### src/rtl/uart_rx_fifo.sv
// UART receiver (8N1) with a small byte FIFO and sticky error flags.
//
// Ports:
//   CLK       - system clock
//   RESET     - asynchronous, active-high reset
//   RXD       - raw serial input, idle high, asynchronous to CLK
//   rx_read   - pop strobe, one cycle per byte
//   clear_err - clears frame_err and overrun on the next edge
//   rx_data   - byte at the FIFO head, 8'h00 when empty
//   rx_valid  - FIFO not empty
//   rx_count  - FIFO occupancy
//   frame_err - sticky: a stop bit was sampled low
//   overrun   - sticky: a byte was dropped because the FIFO was full
module uart_rx_fifo #(
  parameter int unsigned CLKS_PER_BIT = 104,
  parameter int unsigned FIFO_DEPTH   = 4
) (
  input  logic                          CLK,
  input  logic                          RESET,
  input  logic                          RXD,
  input  logic                          rx_read,
  input  logic                          clear_err,
  output logic [7:0]                    rx_data,
  output logic                          rx_valid,
  output logic [$clog2(FIFO_DEPTH):0]   rx_count,
  output logic                          frame_err,
  output logic                          overrun
);

  localparam int unsigned CntW  = $clog2(CLKS_PER_BIT);
  localparam int unsigned AddrW = $clog2(FIFO_DEPTH);

  localparam logic [CntW-1:0] HalfLast  = CntW'(CLKS_PER_BIT / 2 - 1);
  localparam logic [CntW-1:0] BitLast   = CntW'(CLKS_PER_BIT - 1);
  localparam logic [AddrW:0]  CountFull = (AddrW + 1)'(FIFO_DEPTH);

  typedef enum logic [2:0] {StIdle, StStart, StData, StStop, StWaitHigh} state_e;

  // Two-flop synchroniser, reset to the idle line level.
  logic rx_meta_q, rx_s_q;

  always_ff @(posedge CLK or posedge RESET) begin
    if (RESET) begin
      rx_meta_q <= 1'b1;
      rx_s_q    <= 1'b1;
    end else begin
      rx_meta_q <= RXD;
      rx_s_q    <= rx_meta_q;
    end
  end

  // Receive FSM
  state_e          state_q;
  logic [CntW-1:0] clk_cnt_q;
  logic [2:0]      bit_idx_q;
  logic [7:0]      shift_q;

  always_ff @(posedge CLK or posedge RESET) begin
    if (RESET) begin
      state_q   <= StIdle;
      clk_cnt_q <= '0;
      bit_idx_q <= '0;
      shift_q   <= '0;
    end else begin
      case (state_q)
        StIdle: begin
          if (!rx_s_q) begin
            state_q   <= StStart;
            clk_cnt_q <= '0;
          end
        end
        StStart: begin
          // Mid-start-bit check rejects glitches shorter than half a bit.
          if (clk_cnt_q == HalfLast) begin
            clk_cnt_q <= '0;
            bit_idx_q <= '0;
            state_q   <= rx_s_q ? StIdle : StData;
          end else begin
            clk_cnt_q <= clk_cnt_q + 1'b1;
          end
        end
        StData: begin
          if (clk_cnt_q == BitLast) begin
            clk_cnt_q          <= '0;
            shift_q[bit_idx_q] <= rx_s_q;
            if (bit_idx_q == 3'd7) begin
              state_q <= StStop;
            end else begin
              bit_idx_q <= bit_idx_q + 1'b1;
            end
          end else begin
            clk_cnt_q <= clk_cnt_q + 1'b1;
          end
        end
        StStop: begin
          if (clk_cnt_q == BitLast) begin
            clk_cnt_q <= '0;
            state_q   <= rx_s_q ? StIdle : StWaitHigh;
          end else begin
            clk_cnt_q <= clk_cnt_q + 1'b1;
          end
        end
        StWaitHigh: begin
          // A held-low line (break) yields a single frame error.
          if (rx_s_q) state_q <= StIdle;
        end
        default: state_q <= StIdle;
      endcase
    end
  end

  logic stop_tick, push_ev, ferr_ev;

  always_comb begin
    stop_tick = (state_q == StStop) && (clk_cnt_q == BitLast);
    push_ev   = stop_tick && rx_s_q;
    ferr_ev   = stop_tick && !rx_s_q;
  end

  // Receive FIFO
  logic [7:0]       mem_q [FIFO_DEPTH];
  logic [AddrW-1:0] wr_ptr_q, rd_ptr_q;
  logic [AddrW:0]   count_q, count_d;
  logic             pop, full, do_push, ovr_ev;

  always_comb begin
    pop     = rx_read && (count_q != '0);
    full    = (count_q == CountFull);
    // A pop in the same cycle frees the slot the incoming byte needs.
    do_push = push_ev && (!full || pop);
    ovr_ev  = push_ev && full && !pop;
    count_d = count_q;
    case ({do_push, pop})
      2'b10:   count_d = count_q + 1'b1;
      2'b01:   count_d = count_q - 1'b1;
      default: count_d = count_q;
    endcase
  end

  always_ff @(posedge CLK) begin
    if (do_push) mem_q[wr_ptr_q] <= shift_q;
  end

  always_ff @(posedge CLK or posedge RESET) begin
    if (RESET) begin
      wr_ptr_q <= '0;
      rd_ptr_q <= '0;
      count_q  <= '0;
    end else begin
      count_q <= count_d;
      if (do_push) wr_ptr_q <= wr_ptr_q + 1'b1;
      if (pop)     rd_ptr_q <= rd_ptr_q + 1'b1;
    end
  end

  // Sticky flags: a new error event beats a simultaneous clear.
  logic frame_err_q, overrun_q;

  always_ff @(posedge CLK or posedge RESET) begin
    if (RESET) begin
      frame_err_q <= 1'b0;
      overrun_q   <= 1'b0;
    end else begin
      if (ferr_ev)        frame_err_q <= 1'b1;
      else if (clear_err) frame_err_q <= 1'b0;
      if (ovr_ev)         overrun_q   <= 1'b1;
      else if (clear_err) overrun_q   <= 1'b0;
    end
  end

  always_comb begin
    rx_valid  = (count_q != '0);
    rx_data   = rx_valid ? mem_q[rd_ptr_q] : 8'h00;
    rx_count  = count_q;
    frame_err = frame_err_q;
    overrun   = overrun_q;
  end

endmodule

### config.mk
export PLATFORM = sky130hd
export DESIGN_NAME = uart_rx_fifo
export DESIGN_NICKNAME = d
export VERILOG_FILES = /design/src/rtl/uart_rx_fifo.sv
export SDC_FILE = /design/constraint.sdc
export NUM_CORES = 1
export LEC_CHECK = 0
export CAP_MARGIN = 20
export CORE_UTILIZATION = 23
export DETAILED_ROUTE_END_ITERATION = 10
export MAX_ROUTING_LAYER = met4
export PLACE_DENSITY = 0.34
export SLEW_MARGIN = 20
export SYNTH_ARGS = -nofsm -noshare
export SYNTH_HDL_FRONTEND = slang
export SYNTH_SLANG_ARGS = --single-unit
### constraint.sdc
create_clock -name CLK -period 5.6 [get_ports CLK]
set_clock_uncertainty 0.2 [all_clocks]
set_input_delay 0.56 -clock CLK [delete_from_list [all_inputs] [get_ports CLK]]
set_output_delay 0.56 -clock CLK [all_outputs]
set_load 0.03 [all_outputs]
==> results of run 1 <==
## cells by family (layout without fill, tap and decap cells)
group                    count (synthesis)  in the layout
AND/OR/NAND/NOR                         81             81
flip-flops                              64             64
AO/OA/AOI/OAI                           28             28
multiplexers                            20             20
buffers and inverters                   18             45
adder cells (fa/ha/maj)                  8              8
XOR/XNOR                                 7              7
## critical path, cell delays in order (launching register included)
cell and delay (ns):
dfrtp_1 0.72, mux4_2 0.57, and2_1 0.17, clkdlybuf4s50_1 0.59
## where the power goes
part	switching [mW]	internal, mW
Clock	0.203	0.435
Sequential	0.0609	0.510
Combinational	0.0896	0.0908
Total	0.354	1.04
## cell usage after synthesis, drive strengths merged, types with 2 or more instances
cell type  instances
inv               10
or3                3
nand3b             2
clkbuf             3
edfxtp            32
nand3             10
mux2i              3
dfstp              2
and3               9
and3b              2
dfrtp             30
a22o               2
nor2              15
o21ai              6
a21oi              9
xnor2              5
mux4               8
mux2               9
ha                 7
o22ai              2
nor3               8
a2bb2oi            2
xor2               2
a21o               3
nand2             15
and2              10
buf                5
nor2b              2
## through the flow
step	total power [mW]	cells	hold WS, ns	setup WS [ns]
final	1.39	421	0.154	2.46
after global routing	1.46	421	0.156	2.30
after CTS	1.42	421	0.155	2.39
after detailed placement	0.767	405	0.147	2.75
after global placement	0.765	405	0.147	2.80
after floorplan	0.697	226	0.145	3.28
## path summary, 6_finish.rpt
path | to | depth (start not counted) | startpoint | slack, ns
max | rx_data[2] | 3 | rd_ptr_q[0] | 2.46
min | rx_s_q | 0 | rx_meta_q | 0.15
max reg2reg | mem_q[0][5] | 4 | clk_cnt_q[0] | 3.13
min reg2reg | rx_s_q | 0 | rx_meta_q | 0.15
max in group asynchronous | rx_s_q | 3 | RESET | 4.42
min in group asynchronous | rd_ptr_q[1] | 3 | RESET | 0.44
## cell usage in the layout, fill, tap and decap left out, types with 2 or more instances in the layout
cell	synthesis	final
clkbuf_1	3	2
or3_1	3	3
mux4_2	8	8
bufinv_16	0	3
dfstp_2	2	2
ha_1	7	7
and2_1	9	9
and3b_1	2	2
edfxtp_1	32	32
nand3b_1	2	2
mux2i_1	3	3
clkbuf_16	0	9
nor2_1	14	14
a22o_1	2	2
nand3_1	10	10
a21o_1	3	3
and3_1	9	9
xor2_1	2	2
nor2b_1	2	2
nor3_1	7	7
mux2_2	9	9
clkdlybuf4s50_1	0	18
o21ai_0	6	6
dfrtp_1	30	30
o22ai_1	2	2
clkinvlp_4	0	2
a21oi_1	9	9
nand2_1	15	15
xnor2_1	4	4
inv_1	10	10
## final cells by class
type | instances | area (um2) | share of cell area
clock inverter | 5 | 105 | 0.0288
timing repair buffer | 19 | 188 | 0.0514
clock buffer | 11 | 233 | 0.0638
inverter | 10 | 37.5 | 0.0103
tap | 168 | 210 | 0.0576
multi-input combinational | 144 | 1110 | 0.305
sequential | 64 | 1760 | 0.484
## routing by layer
metal / wire, um / up-vias
li1: - / 866
met1: 2940 / 883
met2: 2860 / 24
met3: 201 / 8
met4: 101 / 0
met5: 0 / -
## registers in the layout, summed over array words and instances, names as in the netlist
register / count
rx_count: 3
rd_ptr_q: 2
clk_cnt_q: 7
rx_meta_q: 1
wr_ptr_q: 2
rx_s_q: 1
bit_idx_q: 3
state_q: 3
mem_q: 32
shift_q: 8
frame_err: 1
overrun: 1
==> impl_metrics.toml, run 1 <==
[grt]
grt_start_max_net_pins = 33
grt_pass1_wl_um = 10200
met1_usage = 0.130
grt_use_met2 = 0.165
first_global_vias = 1870
grt.busiest_layer = "met2"
grt_util_all_layers = 0.109
grt-ovfl-total = 0
antenna_found_initial = 0
met3_usage = 0.0348

[sta]
worstMarginPinSlew_ns = 0.596
period_needed_ns = 3.14
finalMaxSlewViolations = 0
rsz0062_at_grt = "false"
fmax_ghz = 0.319
relSlewSlack = 0.603
setup_viol = 0
period_share = 0.560
setup_tns_ns = 0
hold_viol = 0

[setup_path]
crit_required_ns = 4.84
crit_type = "register to output port"
crit_path_max_fanout = 10
worstSetupStartpointType = "register"
arrival_ns = 2.38
end_kind = "output port"

[routing]
route.detailed.drc = 0
drt_iter0_drc = 72
vias = 1781
dr.pass1.iters = 4
finalWirelength_um = 6100
detail_route.wl_per_cell_um = 14.5
via_per_inst = 4.23
ant_nets = 0

[clock_network]
cts_max_path_buffers = 2
cts_setup_buffers = 0
cts_sinks = 64
h-tree-depth = 3
clk_latency_ns = 0.33
clk_pin_slew_ns = 0.05
numCtsBuffers = 9
clock-root-buffer = "clkbuf_16"
cts_tree = "done"
holdBufCountCts = 0
post_cts_resize_count = 0

[floorplan]
start_util = 0.241
die_x_um = 115
die_h_um = 115
dieArea_mm2 = 0.0133
core-area_mm2 = 0.0123
ios = 19
rows = 40

[synth]
synthArstFlopShare = 0.500
syn_inst = 226
ys.flop_type = "edfxtp_1"
synth_area_leaders = "edfxtp_1 33%, dfrtp_1 25%, mux4_2 6.1%"
synth_xor_area_frac = 0.0233
synth-seq-area-share = 0.598
synthAdderAreaFrac = 0.0365
syn_avg_cell_area_um2 = 13.0
synth_top_family_by_area = "simple AND/OR/NAND/NOR gates"
synth_cell_types = 43
synth.top_cell.area_share = 0.326
synth_edf_count = 32
synth_area_mm2 = 0.00295
syn_nets = 239
yosys.area.top_type = "edfxtp_1"
synth_seq_cells = 64
ys.warnings.count = 0
synth_compound_area_frac = 0.0649
synth-simple-area-share = 0.146
synth.mux.area_fraction = 0.106

[layout]
nets = 261
drive_above_1_share = 0.162
fillerInstances = 1258
fin_util = 0.298
num_antenna_cells = 0
syn_to_final_growth_pct = 23.7
design_area_mm2 = 0.00365

[placed_design]
port_buffers = 18
hpwl_um = 4060
place_congestion = 0.690
place_area_mm2 = 0.00331

[worst_hold_path]
worst_hold_path_type = "register to register"

[power]
p_leak_nw = 1.49
ir_drop_v = 0.000124
power_density_mw_per_mm2 = 381

[status]
outcome = "complete, no violations"

[job]
maxCapViolations = 0
Note: power is estimated with default switching activity, not from simulation.
==> inputs of run 2 (changes only) <==
==> constraint.sdc (replaced) <==
create_clock -name CLK -period 2.9 [get_ports CLK]
set_clock_uncertainty 0.2 [all_clocks]
set_input_delay 0.29 -clock CLK [delete_from_list [all_inputs] [get_ports CLK]]
set_output_delay 0.29 -clock CLK [all_outputs]
set_load 0.03 [all_outputs]
==> run 2 against run 1 <==
Clock-buffer cell count decreased by 2. Critical path depth unchanged. First-iteration DRC count is 19% lower. Largest cell class unchanged.
==> impl_metrics.toml, run 2 (synthesis results as in run 1) <==
[setup_path]
path_buf_inv = 1
arrival_ns = 2.16
worstSetupStartpointType = "register"
crit_path_max_fanout = 10
slowest_delay_ns = 0.59
cp_cell_sequence = "or3_1, and2_1, clkdlybuf4s50_1"
end_kind = "output port"
crit_path_top_delay_cell = "clkdlybuf4s50_1"
crit_required_ns = 2.41
crit_type = "register to output port"
crit_family = "simple AND/OR/NAND/NOR gates"

[grt]
grt_pass1_wl_um = 10400
antenna_found_initial = 0
first_global_vias = 1825
grt-ovfl-total = 0
grt_start_max_net_pins = 33
grt_util_all_layers = 0.111

[sta]
setup_viol = 0
period_needed_ns = 2.65
worstMarginPinSlew_ns = 0.498
rsz0062_at_grt = "false"
relSlewSlack = 0.668
setup_tns_ns = 0
fmax_ghz = 0.378
finalMaxSlewViolations = 0
hold_viol = 0
period_share = 0.913

[clock_network]
cts_max_path_buffers = 2
holdBufCountCts = 0
cts_tree = "done"
cts_setup_buffers = 0
clock-root-buffer = "clkbuf_16"
cts_sinks = 64
post_cts_resize_count = 0
h-tree-depth = 3
clk_pin_slew_ns = 0.06
numCtsBuffers = 9
clk_latency_ns = 0.33

[floorplan]
start_util = 0.241
die_h_um = 115
rows = 40
dieArea_mm2 = 0.0133
die_x_um = 115
ios = 19
core-area_mm2 = 0.0123

[power]
p_leak_nw = 1.55
ir_drop_v = 0.000226
power_density_mw_per_mm2 = 721
finalPower_mw = 2.68

[routing]
dr.pass1.iters = 4
vias = 1825
drt_iter0_drc = 58
finalWirelength_um = 6300
via_per_inst = 4.23
ant_nets = 0
route.detailed.drc = 0
detail_route.wl_per_cell_um = 14.6

[placed_design]
port_buffers = 18
place_area_mm2 = 0.00339
hpwl_um = 4280
place_congestion = 0.670
dp.cells = 415

[layout]
design_area_mm2 = 0.00371
largest_register_ffs = 32
top_register = "mem_q"
final_common_cell = "edfxtp_1"
fin_util = 0.303
nets = 271
fillerInstances = 1255
most-common-layout-cells = "32 x edfxtp_1, 30 x dfrtp_1, 18 x clkdlybuf4s50_1"
syn_to_final_growth_pct = 25.9
final_cells = 431
drive_above_1_share = 0.202
reg_top3 = "mem_q (32), shift_q (8), clk_cnt_q (7)"
num_antenna_cells = 0

[status]
outcome = "complete, no violations"

[job]
maxCapViolations = 0

[worst_hold_path]
worst_hold_path_type = "register to register"
[run 2: changes by cell type in the layout (fill, tap and decap cells not counted)]
| cell | change |
|---|---|
| buf_4 | +10 |
| bufinv_16 | -1 |
| clkbuf_1 | -2 |
| clkinv_4 | +1 |
| clkinvlp_4 | -1 |
| inv_6 | +3 |
[run 2: routing by layer]
metal  wire [um]  GRT usage  up-vias
met5           0          -        -
met4         138     0.0571        0
met3         167     0.0316       10
met2        3000      0.172       19
met1        3000      0.133      909
li1            -          -      887
[run 2: final cells by class]
class                           instances  area, um2  share of cell area
Timing Repair Buffer                   29        263              0.0708
Inverter                               10       37.5              0.0101
Tap cell                              168        210              0.0566
Sequential cell                        64       1760               0.475
Clock inverter                          7        103              0.0276
Clock buffer                            9        225              0.0606
Multi-Input combinational cell        144       1110               0.299
[run 2: path summary, 6_finish.rpt]
path,cells after the start,end,startpoint,slack (ns)
setup reg to reg,7,rx_count[1],clk_cnt_q[0],0.58
hold reg to reg,0,rx_s_q,rx_meta_q,0.15
hold / removal,0,rx_s_q,rx_meta_q,0.15
min in group asynchronous,3,bit_idx_q[1],RESET,0.16
setup / recovery,3,rx_data[2],rx_count[1],0.25
max in group asynchronous,3,rx_meta_q,RESET,1.98
[run 2: stage by stage]
step	worst slack (ns)	hold slack [ns]
2_1_floorplan	0.580	0.0945
6_report	0.251	0.154
3_5_place_dp	0.556	0.147
3_3_place_gp	0.576	0.145
4_1_cts	0.184	0.155
5_1_grt	0.137	0.157
[run 2: power breakdown]
| part | switching, mW | leakage [nW] | internal [mW] |
|---|---|---|---|
| Clock | 0.430 | 0.157 | 0.762 |
| Combinational | 0.232 | 0.611 | 0.200 |
| Sequential | 0.0666 | 0.778 | 0.986 |
[run 2: worst register-to-register path, cell delays in order (launching register included)]
cell and delay (ns):
dfrtp_1 0.40, ha_1 0.24, nand3b_1 0.16, or3_1 0.52, nand2_1 0.12, fa_1 0.40
a21boi_0 0.13, nor2_1 0.09
==> inputs of run 3 (changes only) <==
--- a/config.mk
+++ b/config.mk
@@ -6,10 +6,10 @@
 export NUM_CORES = 1
 export LEC_CHECK = 0
 export CAP_MARGIN = 20
-export CORE_UTILIZATION = 23
+export CORE_UTILIZATION = 55
 export DETAILED_ROUTE_END_ITERATION = 10
 export MAX_ROUTING_LAYER = met4
-export PLACE_DENSITY = 0.34
+export PLACE_DENSITY = 0.71
 export SLEW_MARGIN = 20
 export SYNTH_ARGS = -nofsm -noshare
 export SYNTH_HDL_FRONTEND = slang
==> constraint.sdc (replaced) <==
create_clock -name CLK -period 2.8 [get_ports CLK]
set_clock_uncertainty 0.2 [all_clocks]
set_input_delay 0.28 -clock CLK [delete_from_list [all_inputs] [get_ports CLK]]
set_output_delay 0.28 -clock CLK [all_outputs]
set_load 0.03 [all_outputs]
==> run 3 against run 2 <==
Clock power is 19% lower. Worst setup slack worse by 0.096 ns. Critical path type unchanged. Critical endpoint is now rx_data[0]. Largest cell class unchanged. First-iteration DRC count is 110% higher. Largest power group is now registers. Sequential power is 5% higher. Hold slack worse by 0.013 ns.
==> impl_metrics.toml, run 3 (synthesis results as in run 1) <==
[power]
power_density_mw_per_mm2 = 710
p_clk_frac = 0.389
internal_power_mw = 1.81
ir_drop_v = 0.000434
combPwrFrac = 0.166
switchingPower_uw = 655
p_sw_frac = 0.266
seqPwrFrac = 0.444
finalPower_mw = 2.47
p_leak_nw = 1.48

[grt]
grt_pass1_wl_um = 8270
first_global_vias = 1737
grt_util_all_layers = 0.217
antenna_found_initial = 0
grt-ovfl-total = 0
grt_start_max_net_pins = 33

[routing]
detail_route.wl_per_cell_um = 15.8
via_per_inst = 5.60
drt_iter0_drc = 119
ant_nets = 0
route.detailed.drc = 0
vias = 1836
finalWirelength_um = 5170
dr.pass1.iters = 4

[clock_network]
h-tree-depth = 3
clk_pin_slew_ns = 0.07
cts_setup_buffers = 0
numCtsBuffers = 9
cts_sinks = 64
clk_latency_ns = 0.34
clock-root-buffer = "clkbuf_8"
cts_max_path_buffers = 2
holdBufCountCts = 0
cts_tree = "done"
post_cts_resize_count = 0

[job]
maxCapViolations = 0

[layout]
largest_register_ffs = 32
final_cells = 328
top_register = "mem_q"
drive_above_1_share = 0.186
reg_top3 = "mem_q (32), shift_q (8), clk_cnt_q (7)"
fillerInstances = 402
most-common-layout-cells = "32 x edfxtp_1, 30 x dfrtp_1, 18 x clkdlybuf4s50_1"
num_antenna_cells = 0
final_common_cell = "edfxtp_1"
ff_latch_area_mm2 = 0.00176
nets = 266
multi_input_area_mm2 = 0.00111
syn_to_final_growth_pct = 17.6

[setup_path]
rr_startpoint = "clk_cnt_q[0]"
arrival_ns = 2.17
end_kind = "output port"
startpoint = "rx_count[2]"
crit_type = "register to output port"
crit_path_max_fanout = 10
crit_required_ns = 2.32
worstSetupStartpointType = "register"

[placed_design]
hpwl_um = 3470
place_ws_ns = 0.473
dp.cells = 312
place_congestion = 0.869
port_buffers = 18

[sta]
period_needed_ns = 2.65
finalMaxSlewViolations = 0
relSlewSlack = 0.707
fmax_ghz = 0.378
fin_ws_ns = 0.155
worstMarginPinSlew_ns = 0.439
rsz0062_at_grt = "false"
period_share = 0.945
setup_viol = 0
hold_viol = 0
setup_tns_ns = 0

[floorplan]
dieArea_mm2 = 0.00566
rows = 26
die_x_um = 75.2
ios = 19
die_h_um = 75.2
core-area_mm2 = 0.00514
start_util = 0.574

[status]
outcome = "complete, no violations"

[worst_hold_path]
worst_hold_path_type = "input pin to asynchronous set/reset pin"
==> run 3: changes by cell type in the layout (fill, tap and decap cells not counted), sizes merged <==
cell | before | now
buf | 11 | 6
inv | 13 | 10
clkinv | 1 | 3
bufinv | 2 | 3
==> run 3: critical path, stage by stage (launching register included) <==
cell and delay [ns]:
dfrtp_1 0.48, or3_1 0.55, and2_1 0.20, clkdlybuf4s50_1 0.59
==> run 3: metrics by stage <==
step | utilization | hold slack (ns) | instance area [um2]
2_1_floorplan | - | 0.0845 | 2950
3_3_place_gp | 0.628 | 0.147 | 3230
3_5_place_dp | 0.628 | 0.155 | 3230
4_1_cts | 0.675 | 0.147 | 3470
5_1_grt | 0.675 | 0.140 | 3470
6_report | 0.675 | 0.141 | 3470
==> run 3: layer usage <==
layer	wire, um	track usage
met3	201	0.0482
met1	2360	0.276
met2	2540	0.322
met5	0	-
met4	72	0.121
==> run 3: area by class of cell <==
type / instances / area share
clock buffers: 9 / 0.0357
clock inverters: 7 / 0.0346
inverters: 10 / 0.0108
multi-input cells: 144 / 0.320
flip-flops and latches: 64 / 0.508
well taps: 70 / 0.0252
repair buffers: 24 / 0.0649
==> run 3: power groups by stage <==
stage / logic, mW / registers (mW) / clock network [mW]
5_1_grt: 0.448 / 1.11 / 1.01
4_1_cts: 0.415 / 1.10 / 0.976
2_1_floorplan: 0.277 / 1.12 / 0
6_report: 0.410 / 1.10 / 0.960
3_5_place_dp: 0.416 / 1.12 / 0
3_3_place_gp: 0.408 / 1.12 / 0
==> run 3: worst paths after layout <==
kind | slack, ns | cells past startpoint | end
worst min register to register | 0.17 | 0 | rx_s_q
min in group CLK | 0.16 | 1 | rx_meta_q
worst min-delay path | 0.14 | 3 | clk_cnt_q[0]
worst max register to register | 0.50 | 7 | rx_count[1]
max in group asynchronous | 1.94 | 3 | rx_s_q
worst max-delay path | 0.15 | 3 | rx_data[0]
